[src/rtl/md_bus_pkg.sv]
// Shared definitions for the Mega Drive 68k bus models.
//   VA_W / VD_W   : 68k word-address and data bus widths
//   BE_*          : byte-enable encodings ([1] = upper byte, [0] = lower byte)
//   bus_state_e   : responder FSM states
//   window_hit()  : masked address-window compare
package md_bus_pkg;

    localparam int VA_W = 23;
    localparam int VD_W = 16;

    localparam logic [1:0] BE_UPPER = 2'b10;
    localparam logic [1:0] BE_LOWER = 2'b01;
    localparam logic [1:0] BE_WORD  = 2'b11;

    typedef enum logic [2:0] {
        ST_IDLE  = 3'd0,
        ST_REQ   = 3'd1,
        ST_WAIT  = 3'd2,
        ST_ACK   = 3'd3,
        ST_DRAIN = 3'd4
    } bus_state_e;

    // Only address bits selected by mask take part in the decode.
    function automatic logic window_hit(input logic [VA_W-1:0] va,
                                        input logic [VA_W-1:0] base,
                                        input logic [VA_W-1:0] mask);
        return (va & mask) == (base & mask);
    endfunction

endpackage

[src/rtl/md_sync2.sv]
// Two-flop synchronizer for active-low strobes.
//   clk   : destination clock
//   rst_n : asynchronous active-low reset; both flops reset to 1 (strobe inactive)
//   d     : asynchronous input
//   q     : synchronized output
module md_sync2 (
    input  logic clk,
    input  logic rst_n,
    input  logic d,
    output logic q
);

    logic meta;

    always_ff @(posedge clk or negedge rst_n) begin
        if (!rst_n) begin
            meta <= 1'b1;
            q    <= 1'b1;
        end else begin
            meta <= d;
            q    <= meta;
        end
    end

endmodule

[src/rtl/m68k_bus_responder.sv]
// 68000 bus target: decodes a strobed cycle inside an address window, hands it
// to a req/ack memory backend, counts wait states, then drives DTACK and read data.
//   MCLK, n_RES          : clock, asynchronous active-low reset
//   n_AS_i/n_UDS_i/n_LDS_i, RW_i, VA_i, VD_i : 68k bus inputs
//   VD_o, VD_d           : read data and its output enable
//   n_DTACK_d            : 0 = pull DTACK low
//   mem_req/mem_we/mem_addr/mem_be/mem_wdata : backend request (held until mem_ack)
//   mem_rdata, mem_ack   : backend completion (one-cycle ack pulse)
//   busy                 : FSM not idle
//
// Handshake: mem_req rises with the latched command and stays high until the
// cycle in which mem_ack is sampled high; the command fields are stable for
// that whole interval. mem_ack while no request is pending is ignored.
module m68k_bus_responder
    import md_bus_pkg::*;
#(
    parameter logic [VA_W-1:0] BASE        = 23'h000000,
    parameter logic [VA_W-1:0] MASK        = 23'h7F0000,
    parameter int unsigned     WAIT_STATES = 2
) (
    input  logic            MCLK,
    input  logic            n_RES,
    input  logic            n_AS_i,
    input  logic            n_UDS_i,
    input  logic            n_LDS_i,
    input  logic            RW_i,
    input  logic [VA_W-1:0] VA_i,
    input  logic [VD_W-1:0] VD_i,
    output logic [VD_W-1:0] VD_o,
    output logic            VD_d,
    output logic            n_DTACK_d,
    output logic            mem_req,
    output logic            mem_we,
    output logic [VA_W-1:0] mem_addr,
    output logic [1:0]      mem_be,
    output logic [VD_W-1:0] mem_wdata,
    input  logic [VD_W-1:0] mem_rdata,
    input  logic            mem_ack,
    output logic            busy
);

    localparam logic [3:0] WAIT_INIT = 4'(WAIT_STATES);

    logic       n_as_q, n_uds_q, n_lds_q;
    logic       as_s, uds_s, lds_s;
    logic       start;
    logic       lost;        // AS dropped while the backend was still working
    logic [3:0] wait_cnt;
    bus_state_e state;

    md_sync2 u_sync_as  (.clk(MCLK), .rst_n(n_RES), .d(n_AS_i),  .q(n_as_q));
    md_sync2 u_sync_uds (.clk(MCLK), .rst_n(n_RES), .d(n_UDS_i), .q(n_uds_q));
    md_sync2 u_sync_lds (.clk(MCLK), .rst_n(n_RES), .d(n_LDS_i), .q(n_lds_q));

    assign as_s  = ~n_as_q;
    assign uds_s = ~n_uds_q;
    assign lds_s = ~n_lds_q;

    // Waiting for a data strobe as well as AS covers writes, where DS trails AS.
    assign start = as_s & (uds_s | lds_s) & window_hit(VA_i, BASE, MASK);

    assign busy = (state != ST_IDLE);

    always_ff @(posedge MCLK or negedge n_RES) begin
        if (!n_RES) begin
            state     <= ST_IDLE;
            lost      <= 1'b0;
            wait_cnt  <= 4'd0;
            mem_req   <= 1'b0;
            mem_we    <= 1'b0;
            mem_addr  <= '0;
            mem_be    <= 2'b00;
            mem_wdata <= '0;
            VD_o      <= '0;
            VD_d      <= 1'b0;
            n_DTACK_d <= 1'b1;
        end else begin
            case (state)
                ST_IDLE: begin
                    if (start) begin
                        mem_addr  <= VA_i;
                        mem_we    <= ~RW_i;
                        mem_be    <= {uds_s, lds_s};
                        mem_wdata <= VD_i;
                        mem_req   <= 1'b1;
                        lost      <= 1'b0;
                        state     <= ST_REQ;
                    end
                end

                ST_REQ: begin
                    // The backend cannot be cancelled, so a lost strobe is only
                    // remembered here and acted on once the ack arrives.
                    if (!as_s) begin
                        lost <= 1'b1;
                    end
                    if (mem_ack) begin
                        mem_req  <= 1'b0;
                        wait_cnt <= WAIT_INIT;
                        if (!mem_we) begin
                            VD_o <= mem_rdata;
                        end
                        if (lost || !as_s) begin
                            state <= ST_DRAIN;
                        end else if (WAIT_INIT == 4'd0) begin
                            n_DTACK_d <= 1'b0;
                            VD_d      <= ~mem_we;
                            state     <= ST_ACK;
                        end else begin
                            state <= ST_WAIT;
                        end
                    end
                end

                ST_WAIT: begin
                    if (!as_s) begin
                        state <= ST_DRAIN;
                    end else begin
                        wait_cnt <= wait_cnt - 4'd1;
                        if (wait_cnt == 4'd1) begin
                            n_DTACK_d <= 1'b0;
                            VD_d      <= ~mem_we;
                            state     <= ST_ACK;
                        end
                    end
                end

                ST_ACK: begin
                    if (!as_s) begin
                        n_DTACK_d <= 1'b1;
                        VD_d      <= 1'b0;
                        state     <= ST_IDLE;
                    end
                end

                ST_DRAIN: begin
                    state <= ST_IDLE;
                end

                default: begin
                    state <= ST_IDLE;
                end
            endcase
        end
    end

endmodule

[config.mk]
export PLATFORM = sky130hd
export DESIGN_NAME = m68k_bus_responder
export DESIGN_NICKNAME = d
export VERILOG_FILES = /design/src/rtl/md_bus_pkg.sv /design/src/rtl/md_sync2.sv /design/src/rtl/m68k_bus_responder.sv
export SDC_FILE = /design/constraint.sdc
export NUM_CORES = 1
export LEC_CHECK = 0
export CAP_MARGIN = 10
export CORE_MARGIN = 5
export CORE_UTILIZATION = 43
export CTS_CLUSTER_SIZE = 10
export DETAILED_ROUTE_END_ITERATION = 10
export GPL_ROUTABILITY_DRIVEN = 0
export PLACE_DENSITY = 0.92
export SETUP_SLACK_MARGIN = 0.15
export SYNTH_ARGS = -nofsm -noshare
export SYNTH_HDL_FRONTEND = slang
export SYNTH_SLANG_ARGS = --single-unit
[constraint.sdc]
create_clock -name MCLK -period 3.2 [get_ports MCLK]
set_clock_uncertainty 0.1 [all_clocks]
set_input_delay 0.32 -clock MCLK [delete_from_list [all_inputs] [get_ports MCLK]]
set_output_delay 0.32 -clock MCLK [all_outputs]
set_load 0.05 [all_outputs]
# After elaboration in Yosys (flattened, before gate mapping)
# Cells that the tools add are included.
# totals
ff_bits,75
input_bits,62
out_inout_bits,62
# classes
addsub,1
n_eq_ne,11
mux,23
n_bitwise,8
n_reduce_logical,14
# ops
op,n
$logic_not 23->1,1
$mux 3,6
$pmux 3 s4,1
$reduce_and 3->1,4
$mux 1,9
$mux 4,2
$ne 2x2->1 const B,4
$pmux 1 s2,4
$pmux 4 s2,1
$reduce_and 4->1,2
$eq 3x2->1 const B,2
$reduce_bool 2->1,3
$not 1->1,5
$eq 4x1->1 const B,1
$ne 2x1->1 const B,2
$sub 4x1->4 const B,1
$eq 3x1->1 const B,1
$logic_not 3->1,1
$ne 3x2->1 const B,1
$reduce_bool 3->1,1
$and 1x1->1,2
$reduce_and 2->1,1
$logic_or 1x1->1,1
$or 1x1->1,1

# Depth between registers and ports, before layout
# Gate-level depths: netlist of run 1.
# logic_depth
word_depth,6
mapped_depth,5

# By module
# From an unflattened synthesis of run 1, not the netlist that was laid out.
# hier_totals
hier_cells,201
area_unflattened_um2,3081.7
# modules_own_cells
mod,n_inst,cells_each,area_each_um2
m68k_bus_responder,1,195,2924.1
md_sync2,3,2,52.6

# Worst setup path before layout of run 1
# Ideal clock, no wire load.
# synth_timing
path_type,register -> register
startpoint,reg state[2]
endpoint,reg mem_addr[0]
arrival_time_ns,2.135
t_required_ns,2.975
path_slack_ns,0.840
path_stages_with_launch,6
cell_sequence,dfrtp_1 > or3_1 > or4_1 > buf_4 > buf_6 > mux2_4
# synth_via
elab_chain_len,2
# synth_lines
item,line_no,rtl
"start, declared",m68k_bus_responder.sv:49,bus_state_e state;
"start signal, assigned",m68k_bus_responder.sv:66,state <= ST_IDLE;
"start signal, assigned",m68k_bus_responder.sv:87,state <= ST_REQ;
"start signal, assigned",m68k_bus_responder.sv:104,state <= ST_DRAIN;
$logic_not 3->1,m68k_bus_responder.sv:78,case (state)
$reduce_and 2->1 (no line),n/a,
"end signal, assigned",m68k_bus_responder.sv:81,mem_addr <= VA_i;
"end, declared",m68k_bus_responder.sv:34,"output logic [VA_W-1:0] mem_addr,"
# Every way passes these cells.
# A chain may end at the register's enable or synchronous reset.

# Worst setup path after layout of run 1
# layout_timing
startpoint,reg u_sync_as.q
endpoint,reg mem_addr[5]
# layout_via
elab_chain_len,4
# layout_lines
item,line_no,rtl
"start, declared",md_sync2.sv:10,output logic q
"start signal, assigned",md_sync2.sv:21,q <= meta;
$not 1->1,m68k_bus_responder.sv:55,assign as_s = ~n_as_q;
$and 1x1->1 (2 in a row),m68k_bus_responder.sv:60,"assign start = as_s & (uds_s | lds_s) & window_hit(VA_i, BASE, MASK);"
$reduce_and 2->1 (no line),n/a,
# Every way passes these cells.

==> results.yml, run 1 <==
route:
  drt_wl_total_mm: 7.14
  detail-route-antenna-nets: 0
  wl_per_cell_um: 16.6
  drc: 0
  drt_iter0_markers: 38
  drt-pass1-iter-count: 4
  vias_per_cell: 4.89
  vias: 2107
clock_network:
  ctsLongestPathBuffers: 2
  ctsHoldBuffers: 0
  cts.htree.levels: 3
  ctsResizeCount: 0
  cts_setup_buffers: 0
  tritoncts: "built"
  cts_buffers: 9
  path_clk_slew_ns: 0.08
  cts-root-buf: "clkbuf_8"
  cts.sink_count: 75
  clock_latency_ns: 0.34
synth:
  synthMuxAreaShare: 0.225
  synth-simple-area-share: 0.0862
  synth_fp_nets: 267
  syn_avg_cell_area_um2: 15.0
  yosysSeqAreaShare: 0.619
  synth.cell_area_mm2: 0.00305
  ys_seq_elements: 75
  synth-compound-area-share: 0.0304
  synthAdderAreaFrac: 0.00821
  synthXorXnorAreaFrac: 0
  yosys_warnings: 0
  synth_top_family_by_area: "multiplexers"
  synth_edf_count: 0
  synth_cell_types: 35
  syn-instance-count: 203
  synthArstFlopShare: 1.00
  synth_flop_cell: "dfrtp_1"
floorplanning:
  die_x_um: 94.2
  die_area_mm2: 0.00887
  boundaryPins: 124
  fp.dieH_um: 94.2
  core_area_mm2: 0.00683
  row_count: 30
  start_util: 0.446
placed_design:
  detailed_place.area_mm2: 0.00437
  placed_cells: 415
  io_buffers: 123
  hpwl_mm: 5.30
power:
  pwr-share-clk: 0.392
  p_leak_nw: 2.17
  power.internal_mw: 1.67
  p_switching_mw: 0.559
  irDropWorstVdd_v: 0.000285
  pwr-share-seq: 0.457
  power_frac_comb: 0.151
  power.density_mw_per_mm2: 484
  swShare: 0.251
run_status:
  status: "complete, no violations"
worst_setup_path:
  cpLargestDelayFamily: "simple AND/OR/NAND/NOR gates"
  cp.arrival_ns: 2.75
  cp_max_fo: 36
  crit_required_ns: 3.32
  worst-path-buf-inv: 1
  worst_setup_path_start_kind: "flip-flop"
  crit_path_end_kind: "flip-flop"
  critPathMaxStageDelay_ns: 0.81
  critical_path_class: "flip-flop to flip-flop"
  crit_slowest_cell: "or4_2"
  path_cells: "or4_1, or4_2, buf_12, mux2_4"
final_layout:
  final_common_cell: "clkdlybuf4s50_1"
  drive_gt1_frac: 0.236
  design_area_mm2: 0.00461
  fin_nets: 394
  final_cell_mix: "122 x clkdlybuf4s50_1, 68 x dfrtp_1, 28 x mux2_4"
  fin_util: 0.675
  n_antenna_cell: 0
  synthToLayoutAreaGrowth_pct: 51.3
  final_cell_count_no_fill: 431
job:
  maxCapViolations: 0
timing:
  tns_ns: 0
  finalMaxSlewViolations: 0
  hold_slack_ns: 0.0160
  hold_viol: 0
  fmax_mhz: 380
  worst_slew_pin_slew_ns: 0.930
  setup_violations: 0
  rsz0062_at_grt: "no"
  max_slew_margin: 0.380
  finalCritPeriodShare: 0.822
  fin_crit_ns: 2.63
global_routing:
  track_usage: 0.165
  grt_pass1_vias: 2164
  grt_pass1_wl_mm: 11.2
  grt_max_degree: 76
  overflow: 0
  antenna_found_initial: 0
min_path:
  hold_class: "input port to async pin"
==> registers in the layout, indices dropped and copies added (netlist names), 2 cells and up <==
signal     flops
mem_addr      23
VD_o          16
mem_wdata     16
wait_cnt       4
state          3
mem_be         2
==> final timing paths <==
path / to / slack [ns] / from / cells after the start
min reg2reg: u_sync_uds.q / 0.26 / u_sync_uds.meta / 0
max in group asynchronous: mem_wdata[14] / 2.38 / n_RES / 1
max reg2reg: mem_addr[5] / 0.57 / u_sync_as.q / 4
min in group MCLK: u_sync_uds.q / 0.26 / u_sync_uds.meta / 0
min: mem_we / 0.02 / n_RES / 1
max: mem_addr[5] / 0.57 / u_sync_as.q / 4
==> power by group through the flow <==
stage / Combinational (mW) / Clock [mW] / Sequential [mW]
global route: 0.353 / 0.948 / 1.03
detailed placement: 0.340 / 0 / 1.04
CTS: 0.342 / 0.898 / 1.02
global placement: 0.333 / 0 / 1.04
floorplan: 0.0541 / 0 / 1.15
finish: 0.337 / 0.874 / 1.02
==> metrics by stage <==
step | power, mW | setup WS (ns)
6_report | 2.23 | 0.568
5_1_grt | 2.33 | 0.481
2_1_floorplan | 1.20 | 0.840
3_5_place_dp | 1.38 | 0.288
4_1_cts | 2.26 | 0.550
3_3_place_gp | 1.37 | 0.336
==> logic make-up (layout without fill, tap and decap cells) <==
logic type               after synthesis  after routing
flip-flops                            75             75
multiplexers                          52             52
AND/OR/NAND/NOR                       41             41
buffers and inverters                 18            150
AO/OA/AOI/OAI                         15             15
adder cells (fa/ha/maj)                2              2
==> area by class of cell <==
type	instances	area (um2)
multi-input combinational	110	1070
fill	520	2220
clock inverter	6	115
clock buffer	10	128
sequential	75	1890
inverter	8	30.0
timing repair buffer	126	1260
tap	96	120
==> per-layer routing <==
| metal | share of wire | GRT usage |
|---|---|---|
| met5 | 0 | 0 |
| met4 | 0.013 | 0.0578 |
| met3 | 0.079 | 0.0545 |
| met2 | 0.49 | 0.256 |
| met1 | 0.42 | 0.214 |
==> cell usage after synthesis (4+ instances only) <==
library cell,instances,area [um2]
o21ai_0,7,35.0
or4_1,4,30.0
mux2_4,28,420
dfrtp_1,68,1700
dfstp_2,7,184
nand3b_1,4,30.0
mux2i_1,4,40.0
and2_1,8,50.1
inv_1,8,30.0
mux2_2,20,225
clkbuf_1,5,18.8
nand2_1,5,18.8
==> worst register-to-register path: cells and delay by family (launching register included) <==
kind	cells	cell delay (ns)
AND/OR/NAND/NOR	2	1.38
multiplexers	1	0.35
flip-flops	1	0.43
buffers and inverters	1	0.26
Note: power is estimated with default switching activity, not from simulation.
==> run 2: changes to the inputs <==
--- a/config.mk
+++ b/config.mk
@@ -7,11 +7,11 @@
 export LEC_CHECK = 0
 export CAP_MARGIN = 10
 export CORE_MARGIN = 5
-export CORE_UTILIZATION = 43
+export CORE_UTILIZATION = 39
 export CTS_CLUSTER_SIZE = 10
 export DETAILED_ROUTE_END_ITERATION = 10
 export GPL_ROUTABILITY_DRIVEN = 0
-export PLACE_DENSITY = 0.92
+export PLACE_DENSITY = 0.89
 export SETUP_SLACK_MARGIN = 0.15
 export SYNTH_ARGS = -nofsm -noshare
 export SYNTH_HDL_FRONTEND = slang
==> constraint.sdc (replaced) <==
create_clock -name MCLK -period 2.2 [get_ports MCLK]
set_clock_uncertainty 0.1 [all_clocks]
set_input_delay 0.22 -clock MCLK [delete_from_list [all_inputs] [get_ports MCLK]]
set_output_delay 0.22 -clock MCLK [all_outputs]
set_load 0.05 [all_outputs]
==> results.yml, run 2 (same netlist as run 1, synthesis figures left out) <==
final_layout:
  final_common_cell: "clkdlybuf4s50_1"
  drive_gt1_frac: 0.260
  reg_top3: "mem_addr (23), VD_o (16), mem_wdata (16)"
  largest_reg_flops: 23
  top_register: "mem_addr"
  final_cell_mix: "121 x clkdlybuf4s50_1, 68 x dfrtp_1, 28 x mux2_4"
  fin_util: 0.612
  fillers: 594
  fin_nets: 402
  synthToLayoutAreaGrowth_pct: 54.5
  n_antenna_cell: 0
worst_setup_path:
  crit_slowest_cell: "or4_4"
  r2r_slack_ns: 0.07
  r2r_start: "u_sync_as.q"
  cp.arrival_ns: 2.27
  path_cells: "clkdlybuf4s50_1, or4_4, or4_4, buf_12, mux2_4"
  rr_endpoint: "mem_wdata[11]"
  cpLargestDelayFamily: "simple AND/OR/NAND/NOR gates"
  reg2regPathDepth: 4
  crit_required_ns: 2.31
  crit_top_cell: "or4_4"
  cp_max_fo: 15
  crit_path_end_kind: "flip-flop"
  critPathMaxStageDelay_ns: 0.60
  worst-path-buf-inv: 2
  worst_setup_path_start_kind: "input port"
  critical_path_class: "input port to flip-flop"
route:
  drc: 0
  wl_per_cell_um: 16.1
  drt-pass1-iter-count: 4
  drt_iter0_markers: 49
  vias: 2102
  vias_per_cell: 4.73
  drt_wl_total_mm: 7.16
  detail-route-antenna-nets: 0
clock_network:
  clock_latency_ns: 0.33
  cts-root-buf: "clkbuf_8"
  cts_buffers: 9
  cts.htree.levels: 3
  cts.sink_count: 75
  path_clk_slew_ns: 0.07
  ctsLongestPathBuffers: 2
  tritoncts: "built"
min_path:
  min_to: "u_sync_lds.meta"
  hold_class: "input port to flip-flop"
  worstHoldStart: "n_LDS_i"
  holdPathStages: 1
power:
  power.internal_mw: 2.34
  power_frac_comb: 0.161
  pwr-share-clk: 0.363
  swShare: 0.248
  p_switching_mw: 0.771
  irDropWorstVdd_v: 0.000369
  pwr-share-seq: 0.476
  power.density_mw_per_mm2: 661
  p_leak_nw: 2.22
floorplanning:
  die_x_um: 98.4
  fp.dieH_um: 98.4
  start_util: 0.396
  row_count: 32
  core_area_mm2: 0.00769
  die_area_mm2: 0.00968
  boundaryPins: 124
timing:
  rsz0062_at_grt: "yes"
  worst_slew_pin_slew_ns: 0.565
  worst_slack_ns: 0.0332
  fmax_mhz: 462
  hold_viol: 0
  finalMaxSlewViolations: 0
  finalCritPeriodShare: 0.985
  fin_crit_ns: 2.17
  max_slew_margin: 0.618
  setup_violations: 0
global_routing:
  met2_usage: 0.235
  grt_busiest_layer: "met2"
  overflow: 0
  met3_usage: 0.0593
  track_usage: 0.149
  antenna_found_initial: 0
  grt_max_degree: 46
  grt_pass1_vias: 2293
  grt_pass1_wl_mm: 11.4
  met1_usage: 0.185
job:
  maxCapViolations: 0
placed_design:
  io_buffers: 123
  dp_slack_ns: -0.311
  hpwl_mm: 5.26
run_status:
  status: "complete, no violations"
[run 2: changes by cell type in the layout (fill, tap and decap cells not counted), moves of 2 or more]
cell / delta
buf_4: +4
or4_1: -2
clkinv_4: -2
clkinv_2: +2
or4_4: +3
[run 2: power groups by stage]
stage / Combinational [mW] / Sequential [mW] / Clock [mW]
2_1_floorplan: 0.0791 / 1.67 / 0
3_3_place_gp: 0.494 / 1.51 / 0
3_5_place_dp: 0.503 / 1.51 / 0
4_1_cts: 0.507 / 1.48 / 1.17
5_1_grt: 0.524 / 1.49 / 1.23
6_report: 0.500 / 1.48 / 1.13
[run 2: worst max path at each step]
| stage | startpoint | end | slack [ns] | cells after the start |
|---|---|---|---|---|
| final | VA_i[16] | mem_wdata[11] | 0.03 | 5 |
| after global routing | u_sync_as.q | mem_wdata[13] | 0.03 | 4 |
| after CTS | VA_i[16] | mem_wdata[12] | 0.05 | 5 |
| after detailed placement | VA_i[16] | mem_wdata[7] | -0.31 | 5 |
| after global placement | VA_i[16] | mem_wdata[4] | -0.31 | 5 |
| after floorplan | state[2] | mem_addr[0] | 0.005 | 5 |
[run 2: cell type report]
class / count / area, um2 / area share
Sequential cell: 75 / 1890 / 0.400
Timing Repair Buffer: 134 / 1360 / 0.289
Multi-Input combinational cell: 110 / 1090 / 0.231
Clock buffer: 10 / 138 / 0.0292
Tap cell: 102 / 128 / 0.0271
Clock inverter: 5 / 77.6 / 0.0165
Inverter: 8 / 30.0 / 0.00638
[run 2: repair_timing]
action | in CTS | in global routing
gates cloned | 1 | 0
hold buffers | 1 | 0
gates resized for setup | 5 | 0
buffers inserted | 0 | 0
endpoints found under the hold margin | 27 | 0
endpoints found under the setup margin | 36 | 35
[run 2: metal layers]
metal,vias up,share of wire
met5,-,0
met4,0,0.018
met3,11,0.091
met2,96,0.47
met1,1008,0.42
li1,987,-
[run 2: stage by stage]
| step | power, mW | cells | TNS, ns | area [um2] | hold slack, ns |
|---|---|---|---|---|---|
| 6_report | 3.11 | 444 | 0 | 4710 | 0.196 |
| 5_1_grt | 3.24 | 444 | 0 | 4710 | 0.161 |
| 4_1_cts | 3.16 | 444 | 0 | 4710 | 0.173 |
| 3_5_place_dp | 2.01 | 427 | -11.81 | 4450 | 0.0876 |
| 3_3_place_gp | 2.00 | 427 | -11.85 | 4450 | 0.0812 |
| 2_1_floorplan | 1.75 | 203 | 0 | 3070 | -0.176 |
==> run 3: changes to the inputs <==
--- a/config.mk
+++ b/config.mk
@@ -6,12 +6,14 @@
 export NUM_CORES = 1
 export LEC_CHECK = 0
 export CAP_MARGIN = 10
+export CELL_PAD_IN_SITES_DETAIL_PLACEMENT = 2
+export CELL_PAD_IN_SITES_GLOBAL_PLACEMENT = 2
 export CORE_MARGIN = 5
-export CORE_UTILIZATION = 39
+export CORE_UTILIZATION = 28
 export CTS_CLUSTER_SIZE = 10
 export DETAILED_ROUTE_END_ITERATION = 10
 export GPL_ROUTABILITY_DRIVEN = 0
-export PLACE_DENSITY = 0.89
+export PLACE_DENSITY = 0.92
 export SETUP_SLACK_MARGIN = 0.15
 export SYNTH_ARGS = -nofsm -noshare
 export SYNTH_HDL_FRONTEND = slang
==> constraint.sdc (replaced) <==
create_clock -name MCLK -period 2.1 [get_ports MCLK]
set_clock_uncertainty 0.1 [all_clocks]
set_input_delay 0.21 -clock MCLK [delete_from_list [all_inputs] [get_ports MCLK]]
set_output_delay 0.21 -clock MCLK [all_outputs]
set_load 0.05 [all_outputs]
==> results.yml, run 3 (same netlist as run 1, synthesis figures left out) <==
run_status:
  status: "finished with violations"
  violations: "setup timing"
global_routing:
  overflow: 0
  antenna_found_initial: 0
  track_usage: 0.143
  grt_pass1_vias: 2669
  grt_max_degree: 42
  grt_pass1_wl_mm: 14.5
route:
  vias: 2207
  drt-pass1-iter-count: 4
  drt_wl_total_mm: 9.27
  vias_per_cell: 4.55
  drt_iter0_markers: 41
  wl_per_cell_um: 19.1
  detail-route-antenna-nets: 0
  drc: 0
final_layout:
  reg_top3: "mem_addr (23), VD_o (16), mem_wdata (16)"
  seq_area_mm2: 0.00189
  drive_gt1_frac: 0.272
  top_register: "mem_addr"
  synthToLayoutAreaGrowth_pct: 57.6
  fillers: 1087
  multi_input_area_mm2: 0.00111
  largest_reg_flops: 23
  fin_nets: 404
  final_common_cell: "clkdlybuf4s50_1"
  final_cell_mix: "118 x clkdlybuf4s50_1, 68 x dfrtp_1, 28 x mux2_4"
  n_antenna_cell: 0
clock_network:
  path_clk_slew_ns: 0.09
  ctsLongestPathBuffers: 2
  cts_buffers: 9
  cts-root-buf: "clkbuf_8"
  clock_latency_ns: 0.34
  cts.htree.levels: 3
  tritoncts: "built"
  cts.sink_count: 75
min_path:
  worstHoldStart: "n_UDS_i"
  holdPathStages: 1
  hold_class: "input port to flip-flop"
  min_to: "u_sync_uds.meta"
worst_setup_path:
  r2r_slack_ns: -0.04
  worst_setup_path_start_kind: "flip-flop"
  rr_endpoint: "mem_addr[5]"
  crit_path_end_kind: "flip-flop"
  cp.arrival_ns: 2.27
  cp_max_fo: 31
  reg2regPathDepth: 4
  critical_path_class: "flip-flop to flip-flop"
  crit_required_ns: 2.23
  r2r_start: "u_sync_as.q"
timing:
  fin_crit_ns: 2.14
  worst_slack_ns: -0.0419
  setup_violations: 31
  worst_slew_pin_slew_ns: 0.559
  fmax_mhz: 467
  rsz0062_at_grt: "yes"
  finalCritPeriodShare: 1.02
  hold_viol: 0
  finalMaxSlewViolations: 0
  tns_ns: -0.824
  max_slew_margin: 0.626
floorplanning:
  core_area_mm2: 0.0107
  row_count: 38
  fp.dieH_um: 114
  boundaryPins: 124
  die_x_um: 114
  die_area_mm2: 0.0131
  start_util: 0.284
placed_design:
  dp_slack_ns: -0.429
  io_buffers: 123
  hpwl_mm: 6.73
power:
  irDropWorstVdd_v: 0.000307
  power.density_mw_per_mm2: 701
  p_leak_nw: 2.25
job:
  maxCapViolations: 0
==> run 3: cell types whose count changed in the layout (fill, tap and decap cells not counted), moves of 2 or more <==
cell	previous run	this run
or4b_4	0	2
clkinv_2	2	0
inv_6	0	2
clkdlybuf4s50_1	121	118
clkinvlp_4	1	3
buf_4	7	10
or4b_2	2	0
==> run 3: cell type report <==
| cell class | count | share of cell area |
|---|---|---|
| Sequential cell | 75 | 0.393 |
| Timing Repair Buffer | 136 | 0.288 |
| Multi-Input combinational cell | 110 | 0.230 |
| Tap cell | 140 | 0.0365 |
| Clock buffer | 9 | 0.0258 |
| Clock inverter | 7 | 0.0208 |
| Inverter | 8 | 0.00625 |
==> run 3: metal layers <==
| metal | wire length [um] | GRT usage | up-vias |
|---|---|---|---|
| li1 | - | - | 983 |
| met3 | 606 | 0.0439 | 10 |
| met4 | 117 | 0.0499 | 0 |
| met5 | 0 | 0 | - |
| met1 | 3540 | 0.160 | 1140 |
| met2 | 5000 | 0.257 | 74 |
==> run 3: critical path, cell delays in order, from the launching register on <==
cell and delay, ns:
dfstp_2 0.38, or4_4 0.55, or4_4 0.46, buf_12 0.20, mux2_4 0.32
==> run 3: power by group <==
| group | internal (mW) | switching, mW |
|---|---|---|
| logic | 0.251 | 0.283 |
| clock network | 0.678 | 0.598 |
| registers | 1.51 | 0.0440 |
==> run 3: how the worst max path moves through the flow <==
stage	from	to	slack (ns)	cells past startpoint
final	u_sync_as.q	mem_addr[5]	-0.04	4
after global routing	u_sync_as.q	mem_addr[12]	-0.07	4
after CTS	u_sync_as.q	mem_addr[5]	-0.05	4
after detailed placement	VA_i[16]	mem_addr[0]	-0.43	5
after global placement	VA_i[16]	mem_wdata[15]	-0.39	5
after floorplan	state[2]	mem_addr[0]	-0.1	5
==> run 3: metrics by stage <==
step / cell area, um2 / util / power, mW / instances / hold WS [ns]
finish: 4800 / 0.447 / 3.36 / 485 / 0.171
global route: 4800 / 0.447 / 3.51 / 485 / 0.143
CTS: 4770 / 0.444 / 3.42 / 484 / 0.151
detailed placement: 4500 / 0.419 / 2.12 / 465 / 0.110
global placement: 4500 / 0.419 / 2.10 / 465 / 0.101
floorplan: 3070 / - / 1.83 / 203 / -0.186
==> run 3: timing repair <==
action                     CTS  global route
resized for setup            6             3
hold endpoints to repair    31             0
pin swaps                    0             1
cloned                       0             1
setup buffers                2             0
setup endpoints to repair   48            55
hold buffers                 1             0
